--- src/rtl/text_dump_tx_if.sv ---
// rtl/text_dump_tx_if.sv - start/done, text RAM read port and UART transmit handshake of the screen-dump engine
interface text_dump_tx_if #(
  parameter int ADDR_WIDTH = 12
);
  logic                  Start_i;
  logic                  Busy_o;
  logic                  Done_o;
  logic [ADDR_WIDTH-1:0] RamAddr_o;
  logic [15:0]           RamData_i;
  logic                  TxStart_o;
  logic [7:0]            TxData_o;
  logic                  TxDone_i;

  modport master (
    input  Start_i, RamData_i, TxDone_i,
    output Busy_o, Done_o, RamAddr_o, TxStart_o, TxData_o
  );

  modport slave (
    output Start_i, RamData_i, TxDone_i,
    input  Busy_o, Done_o, RamAddr_o, TxStart_o, TxData_o
  );
endinterface

--- src/rtl/text_dump_tx.sv ---
// rtl/text_dump_tx.sv - text RAM screen dump to UART; colour commands compiled in with TEXT_DUMP_COLOR_EN
module text_dump_tx #(
  parameter int         COLUMNS    = 80,
  parameter int         ROWS       = 30,
  parameter int         ADDR_WIDTH = 12,
  parameter logic [7:0] EOL_BYTE   = 8'h13
) (
  input logic            Clock,
  input logic            Reset,
  text_dump_tx_if.master bus
);
  localparam int CW = (COLUMNS > 1) ? $clog2(COLUMNS) : 1;
  localparam int RW = (ROWS > 1) ? $clog2(ROWS) : 1;
  localparam logic [CW-1:0] LAST_COL = CW'(COLUMNS - 1);
  localparam logic [RW-1:0] LAST_ROW = RW'(ROWS - 1);

  typedef enum logic [2:0] {
    S_IDLE,
    S_READ,
    S_WAIT,
`ifdef TEXT_DUMP_COLOR_EN
    S_FG,
    S_BG,
`endif
    S_CHAR,
    S_EOL,
    S_FINISH
  } state_t;

  state_t          r_state;
  logic [CW-1:0]   r_col;
  logic [RW-1:0]   r_row;
  logic            w_tx_done;

  // A completion pulse is only meaningful once our own start pulse has gone out.
  assign w_tx_done = bus.TxDone_i && !bus.TxStart_o;

  // Bit 7 is reserved for terminal commands, so such characters go out as '?'.
  function automatic logic [7:0] char_byte(input logic [7:0] c);
    return c[7] ? 8'h3F : c;
  endfunction

`ifdef TEXT_DUMP_COLOR_EN
  logic [15:0] r_cell;
  logic        r_fg_valid;
  logic        r_bg_valid;
  logic [2:0]  r_fg_last;
  logic [2:0]  r_bg_last;
  logic [15:0] w_cell;
  logic [2:0]  w_fg;
  logic [2:0]  w_bg;
  logic        w_fg_need;
  logic        w_bg_need;
  logic        w_unused_cell;

  // In WAIT the RAM word is used directly so the first byte can launch on the next cycle.
  assign w_cell        = (r_state == S_WAIT) ? bus.RamData_i : r_cell;
  assign w_fg          = w_cell[14:12];
  assign w_bg          = w_cell[10:8];
  assign w_fg_need     = !r_fg_valid || (w_fg != r_fg_last);
  assign w_bg_need     = !r_bg_valid || (w_bg != r_bg_last);
  assign w_unused_cell = w_cell[15] ^ w_cell[11];
`else
  logic w_unused_attr;
  assign w_unused_attr = ^bus.RamData_i[15:8];
`endif

  // Dump sequencer: each send state is entered together with its TxStart pulse and held until TxDone.
  always_ff @(posedge Clock) begin
    if (Reset) begin
      r_state       <= S_IDLE;
      r_col         <= '0;
      r_row         <= '0;
      bus.Busy_o    <= 1'b0;
      bus.Done_o    <= 1'b0;
      bus.TxStart_o <= 1'b0;
      bus.TxData_o  <= 8'h00;
      bus.RamAddr_o <= '0;
`ifdef TEXT_DUMP_COLOR_EN
      r_cell        <= '0;
      r_fg_valid    <= 1'b0;
      r_bg_valid    <= 1'b0;
      r_fg_last     <= '0;
      r_bg_last     <= '0;
`endif
    end else begin
      bus.TxStart_o <= 1'b0;
      bus.Done_o    <= 1'b0;
      case (r_state)
        S_IDLE: begin
          if (bus.Start_i) begin
            bus.Busy_o    <= 1'b1;
            bus.RamAddr_o <= '0;
            r_col         <= '0;
            r_row         <= '0;
`ifdef TEXT_DUMP_COLOR_EN
            r_fg_valid    <= 1'b0;
            r_bg_valid    <= 1'b0;
`endif
            r_state       <= S_READ;
          end
        end
        S_READ: r_state <= S_WAIT;
        S_WAIT: begin
`ifdef TEXT_DUMP_COLOR_EN
          r_cell <= bus.RamData_i;
          bus.TxStart_o <= 1'b1;
          if (w_fg_need) begin
            bus.TxData_o <= {1'b1, w_fg, 1'b0, 3'b000};
            r_fg_valid   <= 1'b1;
            r_fg_last    <= w_fg;
            r_state      <= S_FG;
          end else if (w_bg_need) begin
            bus.TxData_o <= {1'b1, w_bg, 1'b1, 3'b000};
            r_bg_valid   <= 1'b1;
            r_bg_last    <= w_bg;
            r_state      <= S_BG;
          end else begin
            bus.TxData_o <= char_byte(w_cell[7:0]);
            r_state      <= S_CHAR;
          end
`else
          bus.TxStart_o <= 1'b1;
          bus.TxData_o  <= char_byte(bus.RamData_i[7:0]);
          r_state       <= S_CHAR;
`endif
        end
`ifdef TEXT_DUMP_COLOR_EN
        S_FG: begin
          if (w_tx_done) begin
            bus.TxStart_o <= 1'b1;
            if (w_bg_need) begin
              bus.TxData_o <= {1'b1, w_bg, 1'b1, 3'b000};
              r_bg_valid   <= 1'b1;
              r_bg_last    <= w_bg;
              r_state      <= S_BG;
            end else begin
              bus.TxData_o <= char_byte(w_cell[7:0]);
              r_state      <= S_CHAR;
            end
          end
        end
        S_BG: begin
          if (w_tx_done) begin
            bus.TxStart_o <= 1'b1;
            bus.TxData_o  <= char_byte(w_cell[7:0]);
            r_state       <= S_CHAR;
          end
        end
`endif
        S_CHAR: begin
          if (w_tx_done) begin
            if (r_col == LAST_COL) begin
              r_col         <= '0;
              bus.TxStart_o <= 1'b1;
              bus.TxData_o  <= EOL_BYTE;
              r_state       <= S_EOL;
            end else begin
              r_col         <= r_col + 1'b1;
              bus.RamAddr_o <= bus.RamAddr_o + ADDR_WIDTH'(1);
              r_state       <= S_READ;
            end
          end
        end
        S_EOL: begin
          if (w_tx_done) begin
            if (r_row == LAST_ROW) begin
              r_row         <= '0;
              bus.RamAddr_o <= '0;
              bus.Busy_o    <= 1'b0;
              bus.Done_o    <= 1'b1;
              r_state       <= S_FINISH;
            end else begin
              r_row         <= r_row + 1'b1;
              bus.RamAddr_o <= bus.RamAddr_o + ADDR_WIDTH'(1);
              r_state       <= S_READ;
            end
          end
        end
        S_FINISH: r_state <= S_IDLE;
        default:  r_state <= S_IDLE;
      endcase
    end
  end
endmodule

--- src/flat_wrapper.sv ---
// flat-port wrapper written by rule: the top's interface ports become plain ports
module text_dump_tx_flat 
#(
  parameter int         COLUMNS    = 80,
  parameter int         ROWS       = 30,
  parameter int         ADDR_WIDTH = 12,
  parameter logic [7:0] EOL_BYTE   = 8'h13
)
  (Clock, Reset, bus_Start_i, bus_RamData_i, bus_TxDone_i, bus_Busy_o, bus_Done_o, bus_RamAddr_o, bus_TxStart_o, bus_TxData_o);
  text_dump_tx_if #(.ADDR_WIDTH(ADDR_WIDTH)) bus_i ();
  input logic Clock;
  input logic Reset;
  input wire logic [$bits(bus_i.Start_i)-1:0] bus_Start_i;
  input wire logic [$bits(bus_i.RamData_i)-1:0] bus_RamData_i;
  input wire logic [$bits(bus_i.TxDone_i)-1:0] bus_TxDone_i;
  output wire logic [$bits(bus_i.Busy_o)-1:0] bus_Busy_o;
  output wire logic [$bits(bus_i.Done_o)-1:0] bus_Done_o;
  output wire logic [$bits(bus_i.RamAddr_o)-1:0] bus_RamAddr_o;
  output wire logic [$bits(bus_i.TxStart_o)-1:0] bus_TxStart_o;
  output wire logic [$bits(bus_i.TxData_o)-1:0] bus_TxData_o;
  assign bus_i.Start_i = bus_Start_i;
  assign bus_i.RamData_i = bus_RamData_i;
  assign bus_i.TxDone_i = bus_TxDone_i;
  assign bus_Busy_o = bus_i.Busy_o;
  assign bus_Done_o = bus_i.Done_o;
  assign bus_RamAddr_o = bus_i.RamAddr_o;
  assign bus_TxStart_o = bus_i.TxStart_o;
  assign bus_TxData_o = bus_i.TxData_o;
  text_dump_tx #(.COLUMNS(COLUMNS), .ROWS(ROWS), .ADDR_WIDTH(ADDR_WIDTH), .EOL_BYTE(EOL_BYTE)) u_core (.Clock(Clock), .Reset(Reset), .bus(bus_i));
endmodule
--- config.mk ---
export PLATFORM = sky130hd
export DESIGN_NAME = text_dump_tx_flat
export DESIGN_NICKNAME = d
export VERILOG_FILES = /design/src/rtl/text_dump_tx_if.sv /design/src/rtl/text_dump_tx.sv /design/src/flat_wrapper.sv
export SDC_FILE = /design/constraint.sdc
export NUM_CORES = 1
export LEC_CHECK = 0
export ABC_AREA = 1
export CORE_MARGIN = 3
export CORE_UTILIZATION = 45
export CTS_CLUSTER_DIAMETER = 100
export CTS_CLUSTER_SIZE = 16
export DETAILED_ROUTE_END_ITERATION = 10
export PLACE_DENSITY_LB_ADDON = 0.2
export SYNTH_ARGS = -nofsm -noshare
export SYNTH_HDL_FRONTEND = slang
export SYNTH_SLANG_ARGS = --single-unit
--- constraint.sdc ---
create_clock -name Clock -period 4.5 [get_ports Clock]
set_clock_uncertainty 0.2 [all_clocks]
set_input_delay 0.45 -clock Clock [delete_from_list [all_inputs] [get_ports Clock]]
set_output_delay 0.45 -clock Clock [all_outputs]
set_load 0.01 [all_outputs]
==> run metrics, run 1 <==
outcome finished, final reports clean; cts-stage hold buffer count 0; internal power between 0.0005 and 0.0006 W; synthesized flop and latch total 37; Syn Nets 291; drt via density just under 5; Port Buffers 33; worst reg2reg endpoint u_core.bus.RamAddr_o[1]; Final setup violation count 0; via count 1727; Tcrit/Tclk final 0.4827; R2R setup slack between 2 and 3 ns; sink of the worst hold path u_core.bus.TxData_o[4]; H-tree lvl count 2; clock share of power 0.291; maximum capacitance violations 0; die height 70.32 µm; Total GRT Usage 0.1652; die width 70.32 µm; Crit. End Element register; HPWL Detailed approximately 2800 µm; Pre-Repair DR Iteration Count 4; Initial Util 0.4866; switching pwr 0.0002413 W; Setup Buffers After CTS 0; vias in the first global route 1545; Area Overhead vs Synth 22.65%; synthesized area per cell ~7 µm²; Slew headroom 0.6274; CP arrival 2.15 ns; pre-CTS WS 2.004 ns; Worst Path Max Fanout 15; CP Data Required Time roughly 4.5 ns; Final Hold Viols 0; # resized after CTS 0; sw frac 0.3129; initial antenna violation count 0; Net count, final between 300 and 400; Clock Pin Slew Worst Setup and Hold Paths 0.07 ns; # clock sinks 37; Flop pwr share 0.477; placed cell area 2200 µm²; global-route wire length before repair 6727 µm; Routed Antenna Nets 0; FILL cells 368; number of distinct library cells after synthesis 29; WL/cell about 11 µm; CORE AREA approximately 3800 µm²; unrepaired setup endpoints after global routing false; commonest non-fill, non-tap cell in the layout nand2_1; layout cell share with drive strength beyond 1 0.06954; worst reg2reg startpoint u_core.r_col[0]; leading cell types in the layout, fill and taps excluded 54 x nand2_1, 37 x dfxtp_1, 35 x inv_1, 33 x clkdlybuf4s50_1, 31 x nor2_1; min cycle time layout 2.172 ns; register area share after synthesis 0.3978; DIE AREA 4945 µm²; clk root buf clkbuf_8; HP Start u_core.bus.TxData_o[4]; YS warnings 0; critical path launch point type primary input; largest net degree at the start of global routing 23; Peak Freq 460.4 MHz; Sequential Area 740.7 µm²; setup TNS 0 ns; WS Path Type primary input to register; Max clock buf depth 2; multi-input logic area 925.9 µm²; Placer Congestion 0.7688; Hold Crit Class register to register; Total Power 0.0007712 W; WHS Path Cells 2; Mapped Cells approximately 270; Worst-Skew Late Latency 0.29 ns; Routed WL 3858 µm; Slew @ Worst Pin 0.5572 ns; Pleak 0.8701 nW; peak supply drop about 0.00022 V; DR iter-0 viols 73; row count 22; count of pins over their slew limit 0; Mapped Area 1862 µm²; antenna cell count 0; Final Util 0.5968; CTS buffer count 5; CTS tree yes; setup ws final 2.328 ns; share of total power in combinational logic 0.232; P per Cell Area between 300 and 400 nW/µm²; post-route cell area 2283 µm²; GRT overflow 0; DRC 0; # IOs between 40 and 50; R2R cell count 9
registers in the layout, indices dropped and copies added, names as in the netlist:
signal	cells
u_core.bus.TxData_o	7
u_core.bus.Done_o	1
u_core.bus.TxStart_o	1
u_core.bus.Busy_o	1
u_core.r_state	3
u_core.bus.RamAddr_o	12
u_core.r_col	7
u_core.r_row	5
synth_stat cells:
library cell | number | area [µm²]
nor2_2 | 1 | 6.260
ha_1 | 4 | 50.05
inv_1 | 35 | 131.4
a211oi_2 | 1 | 12.51
o211ai_1 | 3 | 22.52
nand4_1 | 1 | 6.260
nand2_1 | 54 | 202.7
nand3_1 | 28 | 140.1
nand3_2 | 1 | 10.01
and3_1 | 3 | 18.77
nor2_1 | 31 | 116.4
nor2_4 | 3 | 33.78
nand2_2 | 4 | 25.02
a211oi_1 | 1 | 7.510
nor4_1 | 1 | 6.260
buf_4 | 2 | 15.01
nor3_1 | 1 | 5.000
nor3b_2 | 1 | 12.51
o21bai_1 | 1 | 7.510
dfxtp_1 | 37 | 740.7
o21ai_0 | 15 | 75.07
clkbuf_1 | 1 | 3.750
buf_6 | 3 | 33.78
nor3_2 | 1 | 10.01
o21ai_1 | 1 | 5.000
conb_1 | 1 | 3.750
xnor2_1 | 1 | 8.760
inv_2 | 3 | 11.26
a21oi_1 | 28 | 140.1
stage by stage:
| step | instances | hold WS (ns) |
|---|---|---|
| 2_1_floorplan | 267 | 0.2509 |
| 3_3_place_gp | 342 | 0.2497 |
| 3_5_place_dp | 342 | 0.2561 |
| 4_1_cts | 350 | 0.2679 |
| 5_1_grt | 350 | 0.2818 |
| 6_report | 350 | 0.2616 |
power groups by stage:
stage,Sequential [W],Clock [W],Combinational [W]
after floorplan,0.000378,0,0.000129
after global placement,0.000374,0,0.000178
after detailed placement,0.000375,0,0.000180
after CTS,0.000367,0.000233,0.000180
after global routing,0.000371,0.000244,0.000203
final,0.000368,0.000224,0.000179
critical path: stages:
cell             delay (ns)
clkdlybuf4s50_1        0.82
inv_1                  0.28
nand2_2                0.31
inv_2                  0.13
o21ai_0                0.09
nor2_1                 0.05
layout make-up:
cell class,count,area share
clock inverters,1,0.003288
inverters,38,0.06247
repair buffers,33,0.1447
multi-input cells,186,0.4055
well taps,48,0.02630
clock buffers,7,0.03342
flip-flops and latches,37,0.3244
kinds of logic after synthesis:
| logic type | Yosys count | synth area share |
|---|---|---|
| AOI/OAI and AO/OA | 50 | 0.1452 |
| buffers and inverters | 44 | 0.1048 |
| other | 1 | 0.002014 |
| adders and majority gates | 4 | 0.02688 |
| DFF | 37 | 0.3978 |
| and+or+nand+nor | 130 | 0.3185 |
| xor gates and xnor gates | 1 | 0.004705 |
per-layer routing:
layer | GRT usage | routed length, µm | vias up
met3 | 0.03885 | 103 | 7
met1 | 0.2157 | 1982 | 773
met2 | 0.2557 | 1703 | 23
li1 | - | - | 924
met5 | 0 | 0 | -
met4 | 0.07660 | 68 | 0
how the worst max path moves through the flow:
stage                                from                 endpoint  slack (ns)  cells past startpoint
after floorplan           u_core.r_col[0]  u_core.bus.RamAddr_o[2]        2.92                     10
after CTS                           Reset          u_core.r_row[4]        2.31                      6
after global routing                Reset          u_core.r_row[4]        2.18                      6
after global placement              Reset          u_core.r_row[4]        2.03                      6
final                               Reset          u_core.r_row[4]        2.33                      6
after detailed placement            Reset          u_core.r_row[4]        2.00                      6
No activity file was read; power rests on OpenSTA's default activity.
==> run 2, diff against run 1 <==
- clock period: 4.5 -> 2.25 ns (I/O delays scaled with it)
==> run 2 against run 1 <==
Against the previous run: register-to-register slack got worse by 2.1 ns; worst hold slack improved by 0.0057 ns; critical path depth rose by 1; clock power rose by 88%; total power rose by 100%; setup slack got worse by 1.9 ns; count of clock-buffer cells in the layout fell by 2; cell count rose by 0.57%; design area rose by 1.4%; flip-flop and latch count did not move; first-iteration DRC count rose by 37%; critical path type is now register to register.
==> run metrics, run 2 (synthesis results as in run 1) <==
initial antenna violation count 0; largest net degree at the start of global routing 23; GRT busiest layer met2; Regs by FF count u_core.bus.RamAddr_o (12), u_core.bus.TxData_o (7), u_core.r_col (7); internal power 0.001074 W; CTS tree yes; Area Overhead vs Synth 24.40%; R2R setup slack 0.43 ns; CTS buffer count 5; vias in the first global route 1593; Total GRT Usage 0.1738; clk root buf clkbuf_8; Pre-Repair DR Iteration Count 4; Crit. End Element register; cts-stage hold buffer count 0; DRC 0; global-route wire length before repair 7086 µm; count of pins over their slew limit 0; setup TNS 0 ns; WS Path Type register to register; # IOs 43; # resized after CTS 0; Routed Antenna Nets 0; switching pwr 0.0004760 W; CP arrival between 1.5 and 2 ns; worst reg2reg startpoint u_core.r_state[1]; grt met3 use 0.04029; leading cell types in the layout, fill and taps excluded 54 x nand2_1, 37 x dfxtp_1, 35 x inv_1, 33 x clkdlybuf4s50_1, 31 x nor2_1; antenna cell count 0; Pleak between 0.8 and 0.9 nW; Net count, final between 300 and 400; CORE AREA 3826 µm²; die height between 70 and 80 µm; share of total power in combinational logic 0.255; R2R cell count 7; sw frac 0.3070; Port Buffers 33; Top reg by flops u_core.bus.RamAddr_o; Peak Freq 548.6 MHz; Worst Path Max Fanout 11; Routed WL 3965 µm; maximum capacitance violations 0; Setup Buffers After CTS 0; DIE AREA about 4900 µm²; CP Data Required Time 2.28 ns; Worst Setup SP u_core.r_state[1]; peak supply drop between 0.0003 and 0.0004 V; Tcrit/Tclk final 0.8102; Final setup violation count 0; commonest non-fill, non-tap cell in the layout nand2_1; Clock Pin Slew Worst Setup and Hold Paths roughly 0.070 ns; Hold Crit Class register to register; Worst-Skew Late Latency 0.28 ns; die width 70.32 µm; Total Power 0.001550 W; HPWL Detailed 2964 µm; Flop pwr share 0.474; Placer Congestion 0.8269; Critical Path End u_core.r_col[3]; outcome finished, final reports clean; layout cell share with drive strength beyond 1 0.08224; Initial Util 0.4866; via count 1731; drt via density 4.918; GRT met1 Usage 0.2357; DR iter-0 viols 100; P per Cell Area 669.4 nW/µm²; unrepaired setup endpoints after global routing false; Final Hold Viols 0; max FFs per register 12; clock share of power 0.271; GR Util met2 0.2703; GRT overflow 0; worst reg2reg endpoint u_core.r_col[3]; Max clock buf depth 2; # clock sinks 37; WL/cell 11.26 µm; row count 22; min cycle time layout 1.823 ns; critical path launch point type register; H-tree lvl count 2
==> run 2: cell types whose count changed in the layout (fill, tap and decap cells not counted) <==
| cell | before | now |
|---|---|---|
| clkinvlp_4 | 1 | 0 |
| clkbuf_1 | 2 | 0 |
| clkinv_2 | 0 | 1 |
| buf_4 | 0 | 3 |
| buf_12 | 0 | 1 |
==> run 2: final cells by class <==
cell class / count / area [µm²]
Clock buffer: 5 / 68.82
Clock inverter: 1 / 5.005
Fill cell: 364 / 1510
Inverter: 38 / 142.6
Multi-Input combinational cell: 186 / 925.9
Sequential cell: 37 / 740.7
Tap cell: 48 / 60.06
Timing Repair Buffer: 37 / 372.9
==> run 2: worst max-delay path, cell delays in order, from the launching register on <==
cell     delay (ns)
dfxtp_1        0.45
nand2_2        0.11
nor2_4         0.18
nand3_1        0.12
nand2_1        0.29
inv_1          0.12
o21ai_0        0.15
and3_1         0.15
==> run 2: power by group through the flow <==
| stage | clock network, W | registers, W | logic, W |
|---|---|---|---|
| final | 0.000421 | 0.000735 | 0.000395 |
| after global routing | 0.000457 | 0.000742 | 0.000441 |
| after CTS | 0.000434 | 0.000735 | 0.000398 |
| after detailed placement | 0 | 0.000750 | 0.000397 |
| after global placement | 0 | 0.000749 | 0.000391 |
| after floorplan | 0 | 0.000756 | 0.000258 |
==> run 2: how the worst min path moves through the flow <==
stage,startpoint,to,slack (ns),cells past startpoint
2_1_floorplan,Reset,u_core.bus.TxData_o[0],0.09,1
6_report,u_core.bus.TxData_o[0],u_core.bus.TxData_o[0],0.27,2
3_3_place_gp,u_core.bus.TxData_o[4],u_core.bus.TxData_o[4],0.25,2
4_1_cts,u_core.bus.TxData_o[0],u_core.bus.TxData_o[0],0.27,2
5_1_grt,u_core.bus.TxData_o[4],u_core.bus.TxData_o[4],0.28,2
3_5_place_dp,u_core.bus.TxData_o[0],u_core.bus.TxData_o[0],0.26,2
==> run 2: routing by layer <==
layer	vias to the layer above	routed length, µm	part of all wire
met1	760	1938	0.49
met2	33	1783	0.45
met4	0	63	0.016
li1	931	-	-
met5	-	0	0
met3	7	180	0.045
==> run 2: stage by stage <==
stage                     utilization  hold WS [ns]  instances  instance area [µm²]  setup slack [ns]
after global placement         0.5860        0.2493        346                 2242            0.3184
final                          0.6053        0.2673        352                 2316            0.4271
after global routing           0.6053        0.2836        352                 2316            0.1928
after CTS                      0.6053        0.2672        352                 2316            0.4268
after floorplan                     -       0.09407        267                 1862            0.6691
after detailed placement       0.5860        0.2580        346                 2242            0.3126
==> run 3, diff against run 2 <==
- clock period: 2.25 -> 1.6 ns (I/O delays scaled with it)
==> run 3 against run 2 <==
Against the previous run: the run now ends with setup timing left; worst hold slack lost 0.0032 ns; core utilization is 13 points higher; routed wire length grew 22%; non-clock buffer count increased by 33; critical path depth increased by 3; die area unchanged; highest routed layer unchanged.
==> run metrics, run 3 (synthesis results as in run 1) <==
outcome finished, violations left; violated checks setup timing; # IOs 43; Total GRT Usage 0.1971; initial antenna violation count 0; drt via density 4.995; multi-input logic area 1080 µm²; met2 wire length 2322 µm; layout cell share with drive strength beyond 1 0.2920; critical path launch point type register; max FFs per register 12; WS Path Type register to register; # clock sinks 37; FILL cells approximately 310; Routed Antenna Nets 0; worst hold margin 0.2641 ns; Clock Pin Slew Worst Setup and Hold Paths about 0.080 ns; share of total power in combinational logic 0.352; Detail Route met3 WL 113 µm; Flop pwr share 0.398; Top reg by flops u_core.bus.RamAddr_o; Sequential Area ~760 µm²; maximum capacitance violations 0; cts-stage hold buffer count 0; Hold Crit Class register to register; H-tree lvl count 2; top routing layer used met4; Final Hold Viols 0; global-route wire length before repair just under 8000 µm; antenna cell count 0; count of pins over their slew limit 0; CTS tree yes; die width roughly 70 µm; Routed WL slightly below 5000 µm; Final setup violation count 12; vias in the first global route roughly 1800; switching pwr 0.0008422 W; Port Buffers 33; HPWL Detailed 3186 µm; P per Cell Area 924.1 nW/µm²; Peak Freq 595.9 MHz; CTS buffer count 5; largest net degree at the start of global routing 13; CP Data Required Time 1.59 ns; Crit. End Element register; Max clock buf depth 2; pre-CTS WS -0.2475 ns; CORE AREA approximately 3800 µm²; Placer Congestion ~0.83; WL/cell 12.50 µm; Tcrit/Tclk final 1.049; Worst-Skew Late Latency 0.30 ns; row count 22; unrepaired setup endpoints after global routing true; clk root buf clkbuf_8; via count 1933; DR iter-0 viols 101; Metal-1 WL between 2000 and 2500 µm; CP arrival 1.67 ns; die height roughly 70 µm; peak supply drop 0.0007671 V; DRC 0; Net count, final 362; Initial Util 0.4866; clock share of power 0.249; setup ws final -0.07812 ns; setup TNS -0.6327 ns; leading cell types in the layout, fill and taps excluded 49 x nand2_1, 32 x inv_1, 31 x buf_4, 29 x dfxtp_1, 26 x nor2_1; DIE AREA 4945 µm²; Pre-Repair DR Iteration Count 4; sw frac 0.3229; internal power ~0.0018 W; Pleak between 1 and 1.5 nW; Worst Path Max Fanout 5; min cycle time layout between 1.5 and 2 ns; GRT overflow 0; commonest non-fill, non-tap cell in the layout nand2_1; Area Overhead vs Synth 51.61%; Regs by FF count u_core.bus.RamAddr_o (12), u_core.bus.TxData_o (7), u_core.r_col (7)
## run 3: changes by cell type in the layout (fill, tap and decap cells not counted), sizes merged
cell | before | now
dlygate4sd2 | 0 | 6
clkinvlp | 0 | 1
dlymetal6s2s | 0 | 5
clkbuf | 5 | 6
buf | 4 | 36
clkdlybuf4s50 | 33 | 22
clkinv | 1 | 2
## run 3: what timing repair did
item                                    4_1_cts  5_1_grt
endpoints found under the setup margin       34       39
pin swaps                                     6       12
resized for setup                            29       38
gates cloned                                  2        1
setup buffers                                 6        1
## run 3: cell type report
class / instances / share of cell area
Clock buffer: 5 / 0.02438
Timing Repair Buffer: 70 / 0.2447
Multi-Input combinational cell: 186 / 0.3825
Tap cell: 48 / 0.02128
Inverter: 38 / 0.05231
Sequential cell: 37 / 0.2686
Clock inverter: 3 / 0.006206
## run 3: power by group through the flow
stage | clock network, W | registers [W] | logic, W
finish | 0.000651 | 0.00104 | 0.000919
global route | 0.000692 | 0.00105 | 0.000990
CTS | 0.000669 | 0.00104 | 0.000840
detailed placement | 0 | 0.00105 | 0.000674
global placement | 0 | 0.00105 | 0.000662
floorplan | 0 | 0.00106 | 0.000362
## run 3: worst max-delay path, stage by stage, from the launching register on
cell	delay (ns)
dfxtp_2	0.35
ha_4	0.15
nand3_4	0.09
inv_2	0.08
nand3_2	0.09
nand2_2	0.10
nor2_4	0.04
buf_6	0.13
clkbuf_16	0.15
a21oi_2	0.12
nor2_1	0.06
## run 3: final timing paths
path / endpoint / start / slack [ns] / cells past startpoint
hold reg to reg: u_core.bus.TxData_o[5] / u_core.bus.TxData_o[5] / 0.26 / 2
setup reg to reg: u_core.bus.RamAddr_o[11] / u_core.r_col[1] / -0.08 / 10
hold / removal: u_core.bus.TxData_o[5] / u_core.bus.TxData_o[5] / 0.26 / 2
setup / recovery: u_core.bus.RamAddr_o[11] / u_core.r_col[1] / -0.08 / 10
## run 3: per-stage QoR
step | instances | utilization | power, W | area (µm²)
floorplan | 267 | - | 0.001426 | 1862
global placement | 370 | 0.6364 | 0.001708 | 2435
detailed placement | 370 | 0.6364 | 0.001723 | 2435
CTS | 386 | 0.7021 | 0.002545 | 2686
global route | 387 | 0.7377 | 0.002729 | 2823
finish | 387 | 0.7377 | 0.002608 | 2823
## run 3: layer usage
metal,vias to the layer above,GRT usage
li1,1003,-
met1,886,0.2509
met2,33,0.3129
met3,11,0.03885
met4,0,0.1021
met5,-,0
